`src/rtl/team_06_spi_pkg.sv`:
```
// Shared types and helpers for the team_06 SPI stream transmitter.
//   state_t   : controller states
//   MSB_FIRST : serialisation order of each word
//   cnt_w()   : width of a counter that must hold values 0..n-1
package team_06_spi_pkg;

   typedef enum logic [2:0] {
      IDLE,
      SETUP,
      SHIFT,
      WAIT,
      HOLD,
      GAP
   } state_t;

   localparam bit MSB_FIRST = 1'b1;

   function automatic int cnt_w(input int n);
      return (n < 2) ? 1 : $clog2(n);
   endfunction

endpackage

```
`src/rtl/team_06_spi_sclk_gen.sv`:
```
// SCLK generator: half-period counter plus the SCLK flop.
//   clk, rst   : system clock, async active-high reset
//   en         : counter runs while high, holds otherwise
//   restart    : zero the counter and park sclk at CPOL
//   tog_en     : allow sclk to toggle at terminal count
//   sclk       : registered SPI clock
//   tc         : terminal count of the current half-period (en qualified)
//   lead_strb  : cycle in which sclk leaves CPOL (takes effect next edge)
//   trail_strb : cycle in which sclk returns to CPOL
module team_06_spi_sclk_gen
   import team_06_spi_pkg::*;
#(
   parameter int   CLK_DIV = 24,
   parameter logic CPOL    = 1'b0
) (
   input  logic clk,
   input  logic rst,
   input  logic en,
   input  logic restart,
   input  logic tog_en,
   output logic sclk,
   output logic tc,
   output logic lead_strb,
   output logic trail_strb
);

   localparam int            CW       = cnt_w(CLK_DIV);
   localparam logic [CW-1:0] CNT_LAST = CW'(CLK_DIV - 1);

   logic [CW-1:0] cnt;
   logic          tog;

   assign tc         = en && (cnt == CNT_LAST);
   assign tog        = tc && tog_en;
   assign lead_strb  = tog && (sclk == CPOL);
   assign trail_strb = tog && (sclk != CPOL);

   always_ff @(posedge clk or posedge rst) begin
      if (rst) begin
         cnt  <= '0;
         sclk <= CPOL;
      end else if (restart) begin
         cnt  <= '0;
         sclk <= CPOL;
      end else if (en) begin
         cnt <= tc ? '0 : cnt + 1'b1;
         if (tog) sclk <= ~sclk;
      end
   end

endmodule

```
`src/rtl/team_06_spi_stream_tx.sv`:
```
// SPI master transmitter streaming DATA_W-bit words (MSB first, CPHA=0)
// from a valid/ready source, WORDS_PER_FRAME words per cs_n assertion.
//   clk, rst          : system clock, async active-high reset
//   in_data/in_valid  : upstream word and qualifier
//   in_ready          : word accepted on in_valid && in_ready
//   sclk, cs_n, mosi  : SPI pins to the ESP
//   busy              : frame in progress (SETUP..HOLD)
//   frame_done        : one-cycle pulse as cs_n deasserts
// Build macro TEAM_06_SPI_TX_CS_GAP_EN adds a 2*CLK_DIV deselect (GAP)
// state after each frame; undefined, HOLD returns straight to IDLE.
//
// state | meaning
// IDLE  | cs_n high, ready for the first word of a frame
// SETUP | cs_n low, MSB on mosi, one half-period before first leading edge
// SHIFT | sclk toggling; shift on trailing edges
// WAIT  | between words of a frame, sclk parked, ready for next word
// HOLD  | cs_n held low one half-period after the last trailing edge
// GAP   | cs_n high, not ready, minimum deselect time (macro builds only)
module team_06_spi_stream_tx
   import team_06_spi_pkg::*;
#(
   parameter int   DATA_W          = 8,
   parameter int   CLK_DIV         = 24,
   parameter int   WORDS_PER_FRAME = 1,
   parameter logic CPOL            = 1'b0
) (
   input  logic              clk,
   input  logic              rst,
   input  logic [DATA_W-1:0] in_data,
   input  logic              in_valid,
   output logic              in_ready,
   output logic              sclk,
   output logic              cs_n,
   output logic              mosi,
   output logic              busy,
   output logic              frame_done
);

   generate
      if (DATA_W < 2 || CLK_DIV < 2 || WORDS_PER_FRAME < 1) begin : g_bad_params
         $error("team_06_spi_stream_tx: illegal DATA_W/CLK_DIV/WORDS_PER_FRAME");
      end
   endgenerate

   localparam int            BW        = cnt_w(DATA_W + 1);
   localparam int            WW        = cnt_w(WORDS_PER_FRAME + 1);
   localparam logic [BW-1:0] LAST_BIT  = BW'(DATA_W - 1);
   localparam logic [WW-1:0] LAST_WORD = WW'(WORDS_PER_FRAME - 1);

   state_t            state, state_nx;
   logic [DATA_W-1:0] sreg;
   logic [BW-1:0]     bit_cnt;
   logic [WW-1:0]     word_cnt;
   logic              accept, last_bit, last_word;
   logic              sg_en, sg_tog, sg_tc, lead_strb, trail_strb;
   logic              cs_n_nx, in_ready_nx, frame_done_nx;

   assign accept    = in_valid && in_ready;
   assign last_bit  = (bit_cnt == LAST_BIT);
   assign last_word = (word_cnt == LAST_WORD);
   assign sg_en     = (state == SETUP) || (state == SHIFT) || (state == HOLD) || (state == GAP);
   assign sg_tog    = (state == SETUP) || (state == SHIFT);
   assign mosi      = MSB_FIRST ? sreg[DATA_W-1] : sreg[0];

`ifdef TEAM_06_SPI_TX_CS_GAP_EN
   // bit_cnt is idle outside SHIFT, so it counts the two GAP half-periods.
   logic gap_done;
   assign gap_done = sg_tc && (bit_cnt == BW'(1));
`endif

   team_06_spi_sclk_gen #(
      .CLK_DIV (CLK_DIV),
      .CPOL    (CPOL)
   ) u_sclk_gen (
      .clk        (clk),
      .rst        (rst),
      .en         (sg_en),
      .restart    (accept),
      .tog_en     (sg_tog),
      .sclk       (sclk),
      .tc         (sg_tc),
      .lead_strb  (lead_strb),
      .trail_strb (trail_strb)
   );

   always_ff @(posedge clk or posedge rst) begin
      if (rst) state <= IDLE;
      else     state <= state_nx;
   end

   always_comb begin
      state_nx = state;
      case (state)
         IDLE:  if (accept) state_nx = SETUP;
         SETUP: if (lead_strb) state_nx = SHIFT;
         SHIFT: if (trail_strb && last_bit) state_nx = last_word ? HOLD : WAIT;
         WAIT:  if (accept) state_nx = SHIFT;
`ifdef TEAM_06_SPI_TX_CS_GAP_EN
         HOLD:  if (sg_tc) state_nx = GAP;
         GAP:   if (gap_done) state_nx = IDLE;
`else
         HOLD:  if (sg_tc) state_nx = IDLE;
         GAP:   state_nx = IDLE;
`endif
         default: state_nx = IDLE;
      endcase
      cs_n_nx       = (state_nx == IDLE) || (state_nx == GAP);
      in_ready_nx   = (state_nx == IDLE) || (state_nx == WAIT);
      frame_done_nx = (state == HOLD) && (state_nx != HOLD);
   end

   always_ff @(posedge clk or posedge rst) begin
      if (rst) begin
         cs_n       <= 1'b1;
         busy       <= 1'b0;
         in_ready   <= 1'b0;
         frame_done <= 1'b0;
      end else begin
         cs_n       <= cs_n_nx;
         busy       <= ~cs_n_nx;
         in_ready   <= in_ready_nx;
         frame_done <= frame_done_nx;
      end
   end

   // Zero-fill on shift leaves mosi low once a word has fully drained.
   always_ff @(posedge clk or posedge rst) begin
      if (rst) begin
         sreg     <= '0;
         bit_cnt  <= '0;
         word_cnt <= '0;
      end else if (accept) begin
         sreg    <= in_data;
         bit_cnt <= '0;
         if (state == IDLE) word_cnt <= '0;
      end else if (trail_strb) begin
         sreg <= MSB_FIRST ? (sreg << 1) : (sreg >> 1);
         if (last_bit) begin
            bit_cnt  <= '0;
            word_cnt <= last_word ? '0 : word_cnt + 1'b1;
         end else begin
            bit_cnt <= bit_cnt + 1'b1;
         end
      end
`ifdef TEAM_06_SPI_TX_CS_GAP_EN
      else if ((state == GAP) && sg_tc) begin
         bit_cnt <= gap_done ? '0 : bit_cnt + 1'b1;
      end
`endif
   end

endmodule

```
`config.mk`:
```
export PLATFORM = sky130hd
export DESIGN_NAME = team_06_spi_stream_tx
export DESIGN_NICKNAME = d
export VERILOG_FILES = /design/src/rtl/team_06_spi_pkg.sv /design/src/rtl/team_06_spi_sclk_gen.sv /design/src/rtl/team_06_spi_stream_tx.sv
export SDC_FILE = /design/constraint.sdc
export NUM_CORES = 1
export LEC_CHECK = 0
export BUFFER_PORTS_ARGS = -buffer_cell sky130_fd_sc_hd__buf_4
export CORE_MARGIN = 2
export CORE_UTILIZATION = 56
export DETAILED_ROUTE_END_ITERATION = 7
export GPL_ROUTABILITY_DRIVEN = 0
export PLACE_DENSITY = 0.77
export SETUP_SLACK_MARGIN = 0.15
export SLEW_MARGIN = 20
export SYNTH_ARGS = -nofsm -noshare
export SYNTH_HDL_FRONTEND = slang
export SYNTH_HIERARCHICAL = 1
export SYNTH_SLANG_ARGS = --single-unit
```
`constraint.sdc`:
```
create_clock -name clk -period 2.4 [get_ports clk]
set_input_delay 0.48 -clock clk [delete_from_list [all_inputs] [get_ports clk]]
set_output_delay 0.48 -clock clk [all_outputs]
set_load 0.02 [all_outputs]
```
==> impl_metrics.tcl <==
set metrics [dict create \
    yosysWarnings 6 \
    fin_crit_sh_pct 86.5 \
    grt_pass1_vias 962 \
    ff2ff_path_depth 8 \
    worstSkewPairLatency_ns 0.32 \
    combPwrFrac_pct 34.9 \
    fp-row-count 17 \
    crit_chain "ha_1 -> and3b_2 -> nand4_2 -> nor2_2 -> buf_4 -> nand4_1 -> or3_1 -> a21oi_1" \
    crit_type "reg -> reg" \
    ir_worst_vdd_mv 0.592 \
    p_seq_share_pct 50.2 \
    cts_root_buf "clkbuf_4" \
    synth-seq-cells 25 \
    io_buffers 16 \
    start_util_pct 59.7 \
    dieHeight_um 52.8 \
    n_antenna_cell 0 \
    cts_buffer_depth 2 \
    antenna_found_initial 0 \
    detailedPlace.worstSlack_ns 0.305 \
    max-cap-violations 0 \
    status "finished, final reports clean" \
    cp-end-kind "flop" \
    io_pins 17 \
    required_ns 2.65 \
    firstDrtPassIters 4 \
    grt_setup_unrepaired "false" \
    grt_max_degree 26 \
    slowest_stage "dfrtp_1" \
    fin_skew_ns 0.00615 \
    via_count 937 \
    synth.avg_cell_area_sq_um 10.8 \
    timing.rr.start "u_sclk_gen/cnt[0]$_DFFE_PP0P_" \
    fin_setup_tns_ns 0 \
    die_area_sq_um 2790 \
    power.leakage_nw 0.708 \
    grt_pass1_wl_um 4040 \
    clkPwrFrac_pct 14.9 \
    core_sq_um 2230 \
    cts_buffers 3 \
    grt_use_total_pct 19.9 \
    path_clk_slew_ns 0.14 \
    p_switching_mw 0.447 \
    crit-reg2reg-capture "bit_cnt[3]$_DFFE_PP0P_" \
    power_density_nw_per_um2 831 \
    fin_nets 155 \
    critical_path_arrival_ns 2.33 \
    vias_per_cell 5.54 \
    slew_violations 0 \
    synthDistinctLibCells 40 \
    post-cts-setup-buffers 0 \
    final_hold_viol_count 0 \
    period_minus_slack_ns 2.07 \
    fin_ws_ns 0.325 \
    area_growth_pct 13.7 \
    crit_end "bit_cnt[3]$_DFFE_PP0P_" \
    instances_no_fill 169 \
    netlist_instances 123 \
    placed_cells 165 \
    utilization_pct 67.9 \
    die_width_um 52.8 \
    syn-num-nets 136 \
    worstSetupStartpoint "u_sclk_gen/cnt[0]$_DFFE_PP0P_" \
    final_layout_size_suffix_gt1_share_pct 30.5 \
    critPathLaunchType "flop" \
    dpl.hpwl_um 1800 \
    clock.fmax_ghz 0.482 \
    max_stage_delay_ns 0.41 \
    wl_per_cell_um 14.2 \
    routed_wirelength_um 2400 \
    gr-total-overflow 0 \
    drc 0 \
    crit_path_max_fanout 6 \
    finalSetupViolCount 0 \
    worst_pin_slew_ns 0.750 \
    htreeDepth 1 \
    final_antenna_net_count 0 \
    drt_iter0_drc 13 \
    hold_path.class "in -> async" \
    synth.cell_area_sq_um 1330 \
    cts_tree "built" \
    power.internal_mw 0.813 \
    timing.slew.headroom_pct 50.0 \
    ff2ff_setup_slack_ns 0.33 \
    p_sw_share_pct 35.5 \
    seq_area_frac_synth_pct 47.0 \
    cts.sink_count 25 \
]
[worst min-delay path by stage]
stage / startpoint / end / slack (ns) / depth (start not counted)
2_1_floorplan: rst / u_sclk_gen/cnt[0]$_DFFE_PP0P_ / 0.27 / 1
3_3_place_gp: rst / u_sclk_gen/cnt[4]$_DFFE_PP0P_ / 0.42 / 2
3_5_place_dp: rst / u_sclk_gen/cnt[4]$_DFFE_PP0P_ / 0.42 / 2
4_1_cts: rst / u_sclk_gen/cnt[4]$_DFFE_PP0P_ / 0.06 / 2
5_1_grt: rst / u_sclk_gen/sclk$_DFFE_PP0P_ / 0.07 / 2
6_report: rst / u_sclk_gen/cnt[2]$_DFFE_PP0P_ / 0.06 / 2
[sequential cells by signal (all words and copies together), names as in the netlist]
name and flops:
sreg 8, u_sclk_gen/sclk 1, u_sclk_gen/cnt 5, cs_n 1, state 3, frame_done 1
bit_cnt 4, busy 1, in_ready 1
[synthesized netlist by cell type]
cell type,instances,area share [%]
clkbuf_1,3,0.84
nor3b_1,1,0.56
mux2_4,1,1.1
nor4b_1,1,0.66
dfrtp_1,24,45
a211o_1,1,0.66
nand3_1,1,0.37
and2b_1,1,0.56
a211oi_1,1,0.56
o2bb2ai_4,1,2.1
dfstp_2,1,2.0
buf_6,2,1.7
nand4_1,2,0.94
inv_1,5,1.4
nand2b_1,2,0.94
nand4_2,1,0.94
a21oi_2,1,0.66
xor2_1,2,1.3
and2_1,2,0.94
mux2i_1,10,7.5
nand3b_1,2,1.1
and3_2,2,1.1
a2111oi_4,1,2.1
ha_1,2,1.9
nor2_1,13,3.7
or3b_4,1,0.84
nor3b_2,1,0.94
buf_4,2,1.1
and3b_2,1,0.75
nor2b_4,1,1.0
a211o_2,1,0.75
o21a_1,1,0.56
xnor2_1,2,1.3
nand4b_4,1,1.8
a21oi_1,4,1.5
nand2_1,13,3.7
o21ai_0,9,3.4
or3_1,1,0.47
o2bb2ai_1,1,0.66
a31o_2,1,0.66
[routing by layer]
metal / up-vias / share of wire, % / track usage [%]
li1: 460 / - / -
met1: 460 / 43 / 23.8
met2: 13 / 52 / 35.8
met3: 4 / 2.9 / 2.86
met4: 0 / 1.4 / 7.26
met5: - / 0 / 0
[final cells by class]
cell class | count | area (sq um)
fillers | 176 | 717
multi-input cells | 86 | 649
flip-flops and latches | 25 | 628
repair buffers | 21 | 158
well taps | 28 | 35.0
clock buffers | 3 | 22.5
inverters | 5 | 18.8
clock inverters | 1 | 5.00
[placed cells by master, fill, tap and decap left out, drive strengths merged, types with 3 or more instances in the layout]
cell,Yosys,routed
nand2,13,13
buf,4,21
nor2,13,13
mux2i,10,10
nand4,3,3
inv,5,5
clkbuf,3,3
o21ai,9,9
a21oi,5,5
dfrtp,24,24
[through the flow]
step	power [mW]	hold WS, ns	area [sq um]
6_report	1.26	0.0588	1520
5_1_grt	1.36	0.0692	1520
4_1_cts	1.26	0.0618	1510
3_5_place_dp	1.08	0.420	1480
3_3_place_gp	1.05	0.418	1480
2_1_floorplan	0.969	0.271	1330
[worst max-delay path: cells and delay by family, from the launching register on]
kind	cells	cell delay, ns
buffers and inverters	1	0.19
AND/OR/NAND/NOR	5	1.04
adder cells (fa/ha/maj)	1	0.24
flip-flops	1	0.41
AO/OA/AOI/OAI	1	0.12
[power groups by stage]
stage / logic, mW / registers, mW / clock network, mW
6_report: 0.439 / 0.633 / 0.188
5_1_grt: 0.497 / 0.649 / 0.211
4_1_cts: 0.436 / 0.634 / 0.193
3_5_place_dp: 0.436 / 0.641 / 0
3_3_place_gp: 0.419 / 0.633 / 0
2_1_floorplan: 0.348 / 0.622 / 0
[timing repair]
action / CTS / global route
setup endpoints to repair: 0 / 1
gates resized for setup: 0 / 3
hold buffers: 0 / 0
[cells by family after synthesis]
kind of cell / after synthesis / share of synthesized area, %
buffers and inverters: 12 / 5.07
and+or+nand+nor: 47 / 21.3
AOI/OAI and AO/OA: 22 / 13.5
DFF: 25 / 47.0
xor gates and xnor gates: 4 / 2.63
muxes: 11 / 8.63
adders and majority gates: 2 / 1.88
Note: power is estimated with default switching activity, not from simulation.
